===== config.mk =====
export PLATFORM = sky130hd
export DESIGN_NAME = pc_step_controller
export DESIGN_NICKNAME = d
export VERILOG_FILES = /design/src/rtl/pc_step_controller_pkg.sv /design/src/rtl/pc_step_controller_debounce.sv /design/src/rtl/pc_step_controller.sv
export SDC_FILE = /design/constraint.sdc
export NUM_CORES = 1
export LEC_CHECK = 0
export ABC_AREA = 1
export ABC_CLOCK_PERIOD_IN_PS = 2200
export CAP_MARGIN = 40
export CORE_AREA = 2 2 108 110
export DETAILED_ROUTE_END_ITERATION = 16
export DIE_AREA = 0 0 110 112
export PLACE_DENSITY = 0.72
export SYNTH_ARGS = -nofsm -noshare
export SYNTH_HDL_FRONTEND = slang
export SYNTH_SLANG_ARGS = --single-unit

===== constraint.sdc =====
create_clock -name i_clk -period 2.2 [get_ports i_clk]
set_input_delay 0.22 -clock i_clk [delete_from_list [all_inputs] [get_ports i_clk]]
set_output_delay 0.22 -clock i_clk [all_outputs]
set_load 0.005 [all_outputs]

===== src/rtl/pc_step_controller_pkg.sv =====
// Shared types and defaults for the program-counter front-panel sequencer.
// The state enum is also used by the bench to read the debug state output.
package pc_ctrl_pkg;

    typedef enum logic [1:0] {
        IDLE     = 2'd0,
        RUN_WAIT = 2'd1,
        REQ      = 2'd2,
        HALT     = 2'd3
    } state_t;

    localparam int DEF_PC_WIDTH        = 8;
    localparam int DEF_PC_MAX          = 255;
    localparam int DEF_DEBOUNCE_CYCLES = 500000;
    localparam int DEF_RUN_DIV         = 5000000;

    // Counter width able to hold the value 0..cycles.
    function automatic int cnt_width(input int cycles);
        return $clog2(cycles + 1);
    endfunction

endpackage


===== src/rtl/pc_step_controller_debounce.sv =====
// Active-low pushbutton conditioner: 2-flop synchronizer, then a press phase and
// a release phase that must each be stable for DEBOUNCE_CYCLES, then a 1-cycle pulse.
module button_debounce
    import pc_ctrl_pkg::*;
#(
    parameter int DEBOUNCE_CYCLES = DEF_DEBOUNCE_CYCLES
) (
    input  logic clk,
    input  logic rst_n,
    input  logic btn,
    output logic pulse,
    output logic armed
);

    localparam int CW = cnt_width(DEBOUNCE_CYCLES);
    localparam logic [CW-1:0] LAST = CW'(DEBOUNCE_CYCLES - 1);

    logic [1:0]    sync;
    logic          level;
    logic [CW-1:0] cnt, cnt_nxt;
    logic          armed_q, armed_nxt;
    logic          pulse_q, pulse_nxt;

    // Synchronizer resets to the released level so reset exit creates no press.
    always_ff @(posedge clk or negedge rst_n) begin
        if (!rst_n) begin
            sync    <= 2'b11;
            cnt     <= '0;
            armed_q <= 1'b0;
            pulse_q <= 1'b0;
        end else begin
            sync    <= {sync[0], btn};
            cnt     <= cnt_nxt;
            armed_q <= armed_nxt;
            pulse_q <= pulse_nxt;
        end
    end

    assign level = sync[1];

    always_comb begin
        cnt_nxt   = cnt;
        armed_nxt = armed_q;
        pulse_nxt = 1'b0;
        if (!armed_q) begin
            if (level) begin
                cnt_nxt = '0;
            end else if (cnt == LAST) begin
                armed_nxt = 1'b1;
                cnt_nxt   = '0;
            end else begin
                cnt_nxt = cnt + 1'b1;
            end
        end else begin
            if (!level) begin
                cnt_nxt = '0;
            end else if (cnt == LAST) begin
                pulse_nxt = 1'b1;
                armed_nxt = 1'b0;
                cnt_nxt   = '0;
            end else begin
                cnt_nxt = cnt + 1'b1;
            end
        end
    end

    assign pulse = pulse_q;
    assign armed = armed_q;

endmodule


===== src/rtl/pc_step_controller.sv =====
// Front-panel PC sequencer: debounced clear/step/run buttons drive single-step
// or free-run PC updates, each offered to the fetch datapath over req/ack.
module pc_step_controller
    import pc_ctrl_pkg::*;
#(
    parameter int PC_WIDTH        = DEF_PC_WIDTH,
    parameter int PC_MAX          = DEF_PC_MAX,
    parameter int DEBOUNCE_CYCLES = DEF_DEBOUNCE_CYCLES,
    parameter int RUN_DIV         = DEF_RUN_DIV
) (
    input  logic                i_clk,
    input  logic                i_reset,
    input  logic                i_btn_clr,
    input  logic                i_btn_step,
    input  logic                i_btn_run,
    input  logic                i_fetch_ack,
    output logic [PC_WIDTH-1:0] o_pc,
    output logic                o_fetch_req,
    output logic                o_running,
    output logic                o_halted,
    output state_t              o_state,
    output logic [2:0]          o_btn_armed
);

    // Handshake: o_fetch_req rises with a new o_pc and both hold until i_fetch_ack
    // is sampled high on a rising edge; req drops on that same edge. Ack is
    // ignored whenever no request is outstanding.

    localparam int DIV_W = $clog2(RUN_DIV);
    localparam logic [DIV_W-1:0]    DIV_LAST = DIV_W'(RUN_DIV - 1);
    localparam logic [PC_WIDTH-1:0] PC_LAST  = PC_WIDTH'(PC_MAX);

    logic clr_ev, step_ev, run_ev;

    button_debounce #(.DEBOUNCE_CYCLES(DEBOUNCE_CYCLES)) u_db_clr (
        .clk(i_clk), .rst_n(i_reset), .btn(i_btn_clr),  .pulse(clr_ev),  .armed(o_btn_armed[0])
    );
    button_debounce #(.DEBOUNCE_CYCLES(DEBOUNCE_CYCLES)) u_db_step (
        .clk(i_clk), .rst_n(i_reset), .btn(i_btn_step), .pulse(step_ev), .armed(o_btn_armed[1])
    );
    button_debounce #(.DEBOUNCE_CYCLES(DEBOUNCE_CYCLES)) u_db_run (
        .clk(i_clk), .rst_n(i_reset), .btn(i_btn_run),  .pulse(run_ev),  .armed(o_btn_armed[2])
    );

    state_t              state, state_nxt;
    logic [PC_WIDTH-1:0] pc, pc_nxt;
    logic                req, req_nxt;
    logic                running, running_nxt, run_tog;
    logic                halted, halted_nxt;
    logic [DIV_W-1:0]    div, div_nxt;

    always_ff @(posedge i_clk or negedge i_reset) begin
        if (!i_reset) begin
            state   <= IDLE;
            pc      <= '0;
            req     <= 1'b0;
            running <= 1'b0;
            halted  <= 1'b0;
            div     <= '0;
        end else begin
            state   <= state_nxt;
            pc      <= pc_nxt;
            req     <= req_nxt;
            running <= running_nxt;
            halted  <= halted_nxt;
            div     <= div_nxt;
        end
    end

    always_comb begin
        state_nxt   = state;
        pc_nxt      = pc;
        req_nxt     = req;
        running_nxt = running;
        halted_nxt  = halted;
        div_nxt     = div;
        run_tog     = running ^ run_ev;
        if (clr_ev) begin
            state_nxt   = IDLE;
            pc_nxt      = '0;
            req_nxt     = 1'b0;
            running_nxt = 1'b0;
            halted_nxt  = 1'b0;
            div_nxt     = '0;
        end else begin
            unique case (state)
                IDLE: begin
                    if (run_ev) begin
                        running_nxt = 1'b1;
                        div_nxt     = '0;
                        state_nxt   = RUN_WAIT;
                    end else if (step_ev) begin
                        if (pc == PC_LAST) begin
                            halted_nxt = 1'b1;
                            state_nxt  = HALT;
                        end else begin
                            pc_nxt    = pc + 1'b1;
                            req_nxt   = 1'b1;
                            state_nxt = REQ;
                        end
                    end
                end
                RUN_WAIT: begin
                    if (run_ev) begin
                        running_nxt = 1'b0;
                        state_nxt   = IDLE;
                    end else if (div == DIV_LAST) begin
                        div_nxt = '0;
                        if (pc == PC_LAST) begin
                            halted_nxt  = 1'b1;
                            running_nxt = 1'b0;
                            state_nxt   = HALT;
                        end else begin
                            pc_nxt    = pc + 1'b1;
                            req_nxt   = 1'b1;
                            state_nxt = REQ;
                        end
                    end else begin
                        div_nxt = div + 1'b1;
                    end
                end
                REQ: begin
                    // A run toggle here decides where the ack returns to.
                    running_nxt = run_tog;
                    if (i_fetch_ack) begin
                        req_nxt   = 1'b0;
                        div_nxt   = '0;
                        state_nxt = run_tog ? RUN_WAIT : IDLE;
                    end
                end
                HALT: begin
                    halted_nxt  = 1'b1;
                    running_nxt = 1'b0;
                    req_nxt     = 1'b0;
                end
                default: state_nxt = IDLE;
            endcase
        end
    end

    assign o_pc        = pc;
    assign o_fetch_req = req;
    assign o_running   = running;
    assign o_halted    = halted;
    assign o_state     = state;

endmodule


After elaboration in Yosys (flattened, before gate mapping):

Cells that the tools add are included.

* input bits: 6
* register bits after elaboration: 105
* output and inout bits: 16
* logic and storage cells: 127

* add/subtract/negate cells: 5
* bitwise gates (word level): 1
* muxes and demuxes: 76
* eq/ne operators: 17
* reduce and logical (&&, ||, !) cells: 10

Operators by type and width (count)
* 19-bit 2-to-1 mux: 12
* 23-bit 2-to-1 mux: 5
* 23-bit one-hot mux with 3 select lines: 1
* 19-bit by 1-bit adder with 19-bit output, second input constant: 3
* 19-bit equality test, second input constant: 3
* 8-bit 2-to-1 mux: 6
* 1-bit 2-to-1 mux: 41
* 23-bit by 1-bit adder with 23-bit output, second input constant: 1
* 23-bit equality test, second input constant: 1
* 8-bit one-hot mux with 2 select lines: 1
* 5-bit AND reduction: 3
* 2-bit 2-to-1 mux: 6
* 8-bit by 1-bit adder with 8-bit output, second input constant: 1
* 8-bit equality test, second input constant: 1
* 4-bit by 2-bit != test with 1-bit output, second input constant: 2
* 1-bit one-hot mux with 4 select lines: 2
* 4-bit AND reduction: 2
* 4-bit nonzero test: 2
* 3-bit by 1-bit != test with 1-bit output, second input constant: 2
* 3-bit by 2-bit != test with 1-bit output, second input constant: 2
* 3-bit != test, second input constant: 2
* 2-bit one-hot mux with 3 select lines: 1
* 2-bit equality test, second input constant: 2
* 4-bit by 1-bit != test with 1-bit output, second input constant: 1
* other kinds (6): 6

Logic depth before layout (Yosys ltp):

Gate-level depths: netlist of the first run.

* depth after elaboration: 6
* mapped depth: 12
* mapped depth without buffers: 12

Cells and area by module:

A second synthesis of the first run with hierarchy kept.

* cell total of the unflattened synthesis: 880
* area, all modules: 6342.3 sq um

Modules (own cells, without submodules)
* button_debounce: seq. area each 578.1 sq um, cells an instance 169, instances 3, area an instance 1256.2 sq um
* pc_step_controller: seq. area each 900.9 sq um, cells an instance 373, instances 1, area an instance 2573.7 sq um

Worst setup path before layout of the first run:

No wires, ideal clock.

* kind: register -> register
* start: reg state[1] (netlist: o_state[1])
* end: reg pc[0] (netlist: o_pc[0])
* stages on the path, launching flop included: 11
* setup time: 0.118 ns
* period minus slack after synthesis: 1.660 ns
* arrival time: 1.542 ns
* path buffers: 0
* setup slack: 0.540 ns
* cell sequence: dfrtp_1 > inv_1 > ha_1 > inv_1 > nor2_1 > nand2_1 > nand2_1 > nor2_2 > nand3_1 > nand2_1 > nand2_1

* word-level cells in the longest chain between the ends: 3

Ends and longest elaborated chain
* from (decl): line pc_step_controller.sv:45 `state_t state, state_nxt;`
* from (signal assigned): line pc_step_controller.sv:61 `state <= state_nxt;`
* 2-bit by 1-bit equality test with 1-bit output or 2-bit zero test (tied branches): line pc_step_controller.sv:86 `unique case (state)`
* 3-bit != test (no source line), or another cell as far along
* 5-bit AND reduction (no source line) or 8-bit 2-to-1 mux (tied branches)
* to (signal assigned): line pc_step_controller.sv:62 `pc <= pc_nxt;`
* to (decl): line pc_step_controller.sv:46 `logic [PC_WIDTH-1:0] pc, pc_nxt;`

Several ways; a longest one is shown, not always the timed one.
A chain may end at the register's enable or synchronous reset.

Worst setup path in the final report of the first run:

* start: reg state[1] (netlist: o_state[1])
* end: reg pc[7] (netlist: o_pc[7])

Same word-level chain as after synthesis.

==> results of run 1 <==
==> per-layer routing <==
metal / GRT usage (%) / vias to the layer above / wire, um
met2: 37.63 / 118 / 6347
met4: 7.342 / 0 / 208
li1: - / 2677 / -
met5: 0 / - / 0
met3: 5.386 / 21 / 507
met1: 29.48 / 2434 / 5731
==> power groups by stage <==
stage | sequential, W | combinational (W) | clock, W
after detailed placement | 0.00200 | 0.000113 | 0
after global placement | 0.00200 | 0.000109 | 0
after CTS | 0.00197 | 0.000115 | 0.00169
after global routing | 0.00197 | 0.000129 | 0.00176
final | 0.00197 | 0.000110 | 0.00163
after floorplan | 0.00200 | 0.0000433 | 0
==> worst paths after layout <==
| path | endpoint | start | cells after the start | slack [ns] |
|---|---|---|---|---|
| setup / recovery | o_pc[7] | o_state[1] | 10 | 0.34 |
| min in group asynchronous | u_db_run.cnt[6] | i_reset | 2 | 0.36 |
| setup reg to reg | o_pc[7] | o_state[1] | 10 | 0.34 |
| hold / removal | u_db_clr.sync[0] | i_btn_clr | 1 | 0.31 |
| max in group asynchronous | u_db_run.sync[0] | i_reset | 3 | 1.18 |
| hold reg to reg | u_db_run.sync[1] | u_db_run.sync[0] | 0 | 0.35 |
==> worst max-delay path, cell delays in order, from the launching register on <==
cell and delay (ns):
dfrtp_1 0.42, inv_1 0.08, ha_1 0.22, inv_1 0.10, nor2_1 0.08, nand2_1 0.13
nand2_1 0.07, nor2_2 0.29, nand3_2 0.21, nand2_1 0.10, nand2_1 0.06
==> state kept, by name, summed over array words and instances (netlist names), 2 cells and up, named ones only <==
| name | count |
|---|---|
| u_db_clr.sync | 2 |
| u_db_clr.cnt | 19 |
| o_state | 2 |
| o_pc | 8 |
| div | 23 |
| u_db_step.cnt | 19 |
| u_db_run.cnt | 19 |
| u_db_run.sync | 2 |
| u_db_step.sync | 2 |
==> area by class of cell <==
| type | instances | area, sq um |
|---|---|---|
| tap | 143 | 178.9 |
| multi-input combinational | 586 | 2791 |
| sequential | 105 | 2635 |
| clock buffer | 12 | 246.5 |
| fill | 1042 | 4489 |
| inverter | 127 | 476.7 |
| clock inverter | 4 | 51.30 |
| timing repair buffer | 32 | 305.3 |
==> logic make-up after synthesis <==
kind of cell               after synthesis  share of synthesized area, %
buffers and inverters                  137                         9.085
xor gates and xnor gates                24                         3.525
DFF                                    105                         44.19
AOI/OAI and AO/OA                       42                         3.903
and+or+nand+nor                        511                         37.41
adders and majority gates                9                         1.888
==> cells in the final DEF (no fill, tap or decap), types with 10 or more instances in the layout <==
cell type	instances
nand2_1	192
nor2_1	166
inv_1	123
dfrtp_1	99
nand3_1	57
nor3_1	33
nand4_1	33
clkdlybuf4s50_1	20
xor2_1	18
a21oi_1	17
o21ai_0	14
buf_4	10
==> stage by stage <==
step	instance area [sq um]	hold WS, ns	setup slack, ns	power [W]	util (%)
2_1_floorplan	5963	-0.07559	0.5402	0.002044	-
3_3_place_gp	6372	0.1810	0.3684	0.002110	57.03
3_5_place_dp	6372	0.1887	0.2800	0.002116	57.03
4_1_cts	6680	0.2864	0.2607	0.003767	59.78
5_1_grt	6685	0.2804	0.08074	0.003858	59.83
6_report	6685	0.3113	0.3407	0.003711	59.83
==> what timing repair did <==
action	4_1_cts	5_1_grt
resized for setup	0	1
hold buffers	1	0
setup endpoints to repair	0	4
buffers inserted	0	0
hold endpoints to repair	28	0
==> impl_results.md, run 1 <==
* Status: finished clean
* Worst EP arrival at 2.09 ns
* Die Y at 112 um
* Share of the synthesized area in the top cell type at 41.54%
* EDFF count, synth at 0
* Final non-filler cell total at 1009
* Internal cell power at 0.002905 W
* Gpl congestion at 0.9134
* Flop pwr share at a little over half
* Syn nets at between 800 and 900
* N_diodes at 0
* Synth cell count leaders: 192 x nand2_1, 166 x nor2_1, 123 x inv_1
* Comb pwr share at 3.0%
* Placed insts at roughly 990
* DR DRC count at 0
* Core box area at 11170 sq um
* Setup CP Type: flop to flop
* Sink Count at around 110
* CTS buffer count at 9
* Setup violations, final at 0
* Share of layout cells above drive strength 1 at 6.236%
* Max IR drop VDD at 0.4818 mV
* Final ANT Viol Nets at 0
* Max-capacitance violation count at 0
* GR Overflow Total at 0
* Clock Root Buffer: clkbuf_16
* Vias per Instance at ~5.2
* 1st-pass router iterations at 5
* Largest area contributor in the netlist: dfrtp_1
* Clk_skew at 0.01261 ns
* Clock power share at about 44%
* Period minus WS final at 1.859 ns
* Worst-path clk slew at 0.07 ns
* Slew headroom at 71.45%
* Most used flip-flop cell after synthesis: dfrtp_1
* Largest net degree at the start of global routing at 43
* H-tree levels at 3
* Top cells by area, synth: dfrtp_1 42%, nand2_1 12%, nor2_1 10%
* Worst-path fanout max at 9
* Initial antenna violation count at 0
* Synthesized flop and latch total at 105
* Clk buf depth at 2
* Area growth syn-to-layout at 12.11%
* # rows at 39
* Power Density at 555.1 nW/um^2
* Clk_lat worst skew at 0.35 ns
* Crit. End Element: flop
* Overall Global Routing Usage at 22.84%
* Die footprint at 12320 sq um
* Synthesized area at 5963 sq um
* Fmax achieved at 537.8 MHz
* Worst hold path type: input port to flop
* Fin crit share at between 80% and 90%
* Synth unique cells at 35
* Fin. max-slew vios at 0
* Post-synth ARST share at 100.0%
* LEAKAGE at about 3.3 nW
* Total negative slack at 0 ns
* Post-Synthesis Cells at between 800 and 900
* Worst-Margin Slew at 0.4283 ns
* Worst Setup Start Kind: flop
* Final Hold Fails at 0
* CTS tree: yes
* WL/cell at 12.68 um
* DP Wirelength at 9380 um
* Die width at 110 um
* First-pass GRT wire length at 22840 um
* Cell with the most instances after synthesis: nand2_1
* Via Count at 5250
* Seq/Total Area, Yosys at 44.19%
* Port bufs at 21
* NumNets Final at 876
* Sw Share at 21.73%
* Critical path data required time at 2.43 ns
* Vias in the first global route at 5238
* Initial core utilization at 53.36%
* Syn avg cell area at 7.202 sq um
* Final WL at 12800 um
* Initial drt markers at around 340
* Synth warnings at 0
* # IOs at 22
* Net switching power at 0.0008065 W
* RSZ-0062 raised after global routing: no
Note: power is estimated with default switching activity, not from simulation.
==> run 2, diff against run 1 <==
ABC_CLOCK_PERIOD_IN_PS = 1800   (was 2200)
clock period = 1.8 ns   (was 2.2 ns; I/O delays follow)
==> run 2 against run 1 <==
Against the previous run:
- sequential cell count did not move
- sequential share of layout area shrank 2.0 points
- combinational power up 30%
- critical path depth grew 2
- sequential power rose by 22%
- utilization up 3.3 points
- largest power group unchanged
==> impl_results.md, run 2 (synthesized netlist as in run 1, its figures left out) <==
* Worst hold slack at 0.2589 ns (-0.05244 ns)
* Overall Global Routing Usage at 22.20% (-0.65 points)
* WL/cell at 12.46 um (-1.8%)
* Port bufs at 21 (unchanged)
* DR DRC count at 0 (unchanged)
* Clk_lat worst skew at 0.36 ns (about the same)
* Vias in the first global route at 5041 (-3.8%)
* Power Density at 639.8 nW/um^2 (+15%)
* Setup CP Type: flop to flop
* Fin crit share at 94.44% (+9.9 points)
* Max-capacitance violation count at 0 (unchanged)
* Status: finished clean
* Largest register FFs at 23 (unchanged)
* Worst hold path type: input port to flop
* GR Overflow Total at 0 (unchanged)
* Largest net degree at the start of global routing at 39 (-9.3%)
* Routed met1 length at 5939 um (+3.6%)
* # rows at 39 (unchanged)
* Worst path buffer plus inverter count at 3 (+1)
* Final ANT Viol Nets at 0 (unchanged)
* Max IR drop VDD at 0.7025 mV (+46%)
* RSZ-0062 raised after global routing: yes
* Critical path data required time at 2.08 ns (-0.35 ns)
* Die Y at 112 um (unchanged)
* Core box area at 11170 sq um (unchanged)
* CP Cell Sequence: inv_2 > ha_4 > nor2_1 > nand2_1 > nand2_2 > inv_2 > nand2_8 > nor2_4 > nand3_2 > nand2_1 > inv_1 > nor2_1
* Final WL at 12890 um (+0.75%)
* Slew headroom at 65.90% (-5.6 points)
* # IOs at 22 (unchanged)
* N_diodes at 0 (unchanged)
* Worst-path clk slew at 0.07 ns (about the same)
* Sink Count at 105 (unchanged)
* Largest reg by FF count: div
* Vias per Instance at 5.161 (-0.80%)
* Die footprint at 12320 sq um (unchanged)
* Via Count at 5342 (+1.8%)
* First-pass GRT wire length at 22160 um (-3.0%)
* Clk_skew at 0.01204 ns (-0.0005709 ns)
* H-tree levels at 3 (unchanged)
* Met2 wire len at 6297 um (-0.79%)
* LEAKAGE at 3.472 nW (+4.3%)
* Share of layout cells above drive strength 1 at 11.21% (+5.0 points)
* NumNets Final at 902 (+3.0%)
* Worst Setup Start Kind: flop
* Gpl congestion at 0.8954 (-2.0%)
* Period minus WS final at 1.700 ns (-0.1593 ns)
* Met3 WL at 480 um (-5.3%)
* Initial core utilization at 53.36% (unchanged)
* Setup violations, final at 0 (unchanged)
* Largest delay share family, worst path: simple AND/OR/NAND/NOR gates
* Worst stage delay on the critical path at 0.43 ns (about the same)
* Initial drt markers at 366 (+7.0%)
* Fin. max-slew vios at 0 (unchanged)
* Total negative slack at 0 ns (unchanged)
* Worst EP arrival at 1.98 ns (-0.11 ns)
* Clock Root Buffer: clkbuf_16
* Area occupied by multi-input gates at 2927 sq um (+4.8%)
* Filler Cells Inserted at 992 (-4.8%)
* Crit. End Element: flop
* DP Wirelength at 9387 um (about the same)
* Worst-path fanout max at 10 (+1)
* CTS tree: yes
* Area growth syn-to-layout at 18.21%
* Commonest non-fill, non-tap cells in the layout: 191 x nand2_1, 161 x nor2_1, 120 x inv_1, 98 x dfrtp_1, 54 x nand3_1
* CTS buffer count at 9 (unchanged)
* Worst-Margin Slew at 0.5116 ns (+0.08329 ns)
* Clk buf depth at 2 (unchanged)
* 1st-pass router iterations at 5 (unchanged)
* Die width at 110 um (unchanged)
* Final Hold Fails at 0 (unchanged)
* FF+latch area at 2636 sq um (about the same)
* Fmax achieved at 588.3 MHz (+9.4%)
* CP max stage cell: dfrtp_1
* Most common cell after layout, fill and taps aside: nand2_1
* Max layer used: met4
* Initial antenna violation count at 0 (unchanged)
## run 2: cell types whose count changed in the layout (fill, tap and decap cells not counted), moves of 3 or more
cell and delta:
inv_1 -3, nand3_1 -3, ha_4 +3, nor2_4 +6, inv_2 +3, nand3_2 +3, ha_1 -4, buf_4 +22
nor2_1 -5
## run 2: final timing paths
| path | to | cells past startpoint | slack [ns] | from |
|---|---|---|---|---|
| max in group asynchronous | u_db_clr.sync[0] | 3 | 0.82 | i_reset |
| worst max register to register | div[20] | 12 | 0.10 | o_state[0] |
| worst min register to register | u_db_run.sync[1] | 0 | 0.36 | u_db_run.sync[0] |
| worst min-delay path | u_db_run.sync[0] | 1 | 0.26 | i_btn_run |
| min in group asynchronous | o_fetch_req | 2 | 0.33 | i_reset |
| worst max-delay path | div[20] | 12 | 0.10 | o_state[0] |
## run 2: worst register-to-register path, cell delays in order, from the launching register on
cell,delay (ns)
dfrtp_1,0.43
inv_2,0.12
ha_4,0.17
nor2_1,0.04
nand2_1,0.08
nand2_2,0.09
inv_2,0.11
nand2_8,0.09
nor2_4,0.19
nand3_2,0.10
nand2_1,0.08
inv_1,0.04
nor2_1,0.09
## run 2: power by group
group | internal, W | leakage, nW | switching (W)
registers | 0.00239 | 1.37 | 0.0000172
clock network | 0.00102 | 0.151 | 0.000942
logic | 0.0000487 | 1.95 | 0.0000947
## run 2: layout make-up
cell class	instances	area share [%]
Clock buffer	10	3.390
Timing Repair Buffer	57	7.401
Inverter	127	6.763
Multi-Input combinational cell	587	41.52
Clock inverter	6	0.9940
Sequential cell	105	37.40
Tap cell	143	2.538
## run 2: routing by layer
layer	vias to the layer above	GRT usage [%]
met1	2495	28.97
met3	16	4.918
met5	-	0
met2	107	37.18
li1	2724	-
met4	0	5.654
## run 2: per-stage QoR
stage	util, %	instance area (sq um)	power (W)	setup slack, ns	std cells
floorplan	-	5963	0.002498	0.1402	828
detailed placement	58.55	6543	0.002593	0.009413	1013
global placement	58.55	6543	0.002587	0.07483	1013
finish	63.08	7049	0.004510	0.1000	1035
CTS	61.45	6867	0.004577	0.03621	1030
global route	63.08	7049	0.004690	-0.06601	1035
## run 2: timing repair
item                                    in CTS  in global routing
setup buffers                                0                  4
cloned                                       0                  1
pin swaps                                    0                  7
hold endpoints to repair                    34                  0
hold buffers                                 1                  0
endpoints found under the setup margin       2                 54
resized for setup                            1                 34
==> run 3, diff against run 2 <==
CORE_AREA = 2 2 103 105   (was 2 2 108 110)
DIE_AREA = 0 0 105 107   (was 0 0 110 112)
PLACE_DENSITY = 0.78   (was 0.72)
==> run 3 against run 2 <==
Against the previous run:
- final area fell by 1.8%
- largest power group unchanged
- via count rose by 1.4%
- critical path depth fell by 1
- sequential cell count did not move
==> impl_results.md, run 3 (synthesized netlist as in run 1, its figures left out) <==
* Worst-path fanout max at 8 (-2)
* Fin util at 68.56% (+5.5 points)
* Largest delay share family, worst path: simple AND/OR/NAND/NOR gates
* Commonest non-fill, non-tap cells in the layout: 190 x nand2_1, 161 x nor2_1, 120 x inv_1, 97 x dfrtp_1, 54 x nand3_1
* Largest net degree at the start of global routing at 36 (-7.7%)
* Crit path launch: o_state[0]
* Setup violations, final at 0 (unchanged)
* Final non-filler cell total at 1024 (-1.1%)
* Worst-path clk slew at 0.10 ns (+0.03 ns)
* Die footprint at 11240 sq um (-8.8%)
* DP Wirelength at 9415 um (+0.30%)
* Largest reg by FF count: div
* CP Depth at 11 (-1)
* Status: finished clean
* Sink Count at 105 (unchanged)
* Via Count at 5417 (+1.4%)
* Worst Setup Start Kind: flop
* Crit. End Element: flop
* Hold Startpoint: i_btn_step
* # rows at 37 (-5.1%)
* Reg2Reg Depth at 11 (-1)
* Fmax achieved at 584.3 MHz (-0.67%)
* Final WL at 12990 um (+0.78%)
* CP max stage cell: dfrtp_2
* Initial core utilization at 59.09% (+5.7 points)
* Worst-Margin Slew at 0.4339 ns (-0.07770 ns)
* Fin crit share at 95.08% (+0.64 points)
* Cell mode on critical path: nor2_1
* Die Y at 107 um (-4.5%)
* CP Cell Sequence: inv_4 > ha_4 > nor2_1 > nand2_1 > nand2_2 > inv_2 > nand2_4 > buf_4 > nor2_1 > xor2_1 > nor2_1
* Critical path endpoint: div[4]
* Worst stage delay on the critical path at 0.46 ns (+0.03 ns)
* Final ANT Viol Nets at 0 (unchanged)
* N_diodes at 0 (unchanged)
* Max IR drop VDD at 1.083 mV (+54%)
* Initial drt markers at 356 (-2.7%)
* Critical path data required time at 2.07 ns (about the same)
* Port bufs at 21 (unchanged)
* Critical R2R Launch: o_state[0]
* Clock Root Buffer: clkbuf_8
* Max-capacitance violation count at 0 (unchanged)
* H-tree levels at 3 (unchanged)
* Worst hold path type: input port to flop
* Worst path buffer plus inverter count at 3 (unchanged)
* Vias in the first global route at 5054 (+0.26%)
* DR DRC count at 0 (unchanged)
* Clk_skew at 0.01065 ns (-0.001388 ns)
* Area growth syn-to-layout at 16.03%
* Fin. max-slew vios at 0 (unchanged)
* NumNets Final at 898 (-0.44%)
* Gpl congestion at 0.9142 (+2.1%)
* Period minus WS final at 1.711 ns (+0.01146 ns)
* Share of layout cells above drive strength 1 at 10.92% (-0.29 points)
* # IOs at 22 (unchanged)
* Overall Global Routing Usage at 24.07% (+1.9 points)
* RSZ-0062 raised after global routing: yes
* Power Density at 644.5 nW/um^2 (+0.73%)
* WL/cell at 12.69 um (+1.9%)
* Worst EP arrival at 1.98 ns (about the same)
* Core box area at 10090 sq um (-9.7%)
* Clk_lat worst skew at 0.38 ns (+0.02 ns)
* Die width at 105 um (-4.5%)
* Setup CP Type: flop to flop
* FF-to-FF End: div[4]
* CTS buffer count at 9 (unchanged)
* GR Overflow Total at 0 (unchanged)
* Largest register FFs at 23 (unchanged)
* Most common cell after layout, fill and taps aside: nand2_1
* CTS tree: yes
* Slew headroom at 70.97% (+5.1 points)
* Initial antenna violation count at 0 (unchanged)
* Clk buf depth at 2 (unchanged)
* Final Hold Fails at 0 (unchanged)
* Placed insts at 1001 (-1.2%)
* LEAKAGE at 3.426 nW (-1.3%)
* 1st-pass router iterations at 7 (+2)
* R2R setup slack at 0.09 ns (about the same)
* First-pass GRT wire length at 22220 um (+0.25%)
* Vias per Instance at 5.290 (+2.5%)
* Worst hold slack at 0.1986 ns (-0.06027 ns)
[run 3: layer usage]
layer | global-route usage, % | vias up | part of all wire, %
met4 | 6.381 | 0 | 1.0
met1 | 32.07 | 2559 | 46
met2 | 40.03 | 135 | 49
li1 | - | 2708 | -
met3 | 5.289 | 15 | 4.8
met5 | 0 | - | 0
[run 3: how the worst min path moves through the flow]
stage	end	slack, ns	cells after the start
finish	u_db_step.sync[0]	0.20	1
global route	u_db_run.sync[0]	0.18	1
CTS	u_db_step.sync[0]	0.18	1
detailed placement	o_fetch_req	0.15	1
global placement	o_fetch_req	0.14	1
floorplan	asynchronous set/reset pin	-0.12	0
[run 3: repair_timing]
item,in CTS,in global routing
buffers inserted,0,4
pin swaps,0,8
hold endpoints to repair,27,0
hold buffers,1,0
gates cloned,0,2
endpoints found under the setup margin,8,37
gates resized for setup,1,28
[run 3: report_power, final]
group	internal (W)	switching [W]	total (W)
logic	0.0000486	0.0000931	0.000142
registers	0.00239	0.0000176	0.00240
clock network	0.00111	0.000806	0.00191
total	0.00354	0.000917	0.00446
[run 3: through the flow]
step	worst slack, ns	power (W)	TNS [ns]	cell area, sq um
after floorplan	0.1402	0.002498	0	5963
after global placement	0.03772	0.002587	0	6484
after detailed placement	-0.03874	0.002593	-0.1808	6484
after CTS	0.03388	0.004512	0	6774
after global routing	-0.02441	0.004624	-0.1347	6919
final	0.08859	0.004459	0	6919
[run 3: area by class of cell]
type / count / area [sq um]
Clock inverter: 6 / 137.6
Sequential cell: 105 / 2638
Tap cell: 136 / 170.2
Timing Repair Buffer: 53 / 464.2
Inverter: 127 / 479.2
Fill cell: 854 / 3173
Multi-Input combinational cell: 587 / 2893
Clock buffer: 10 / 137.6
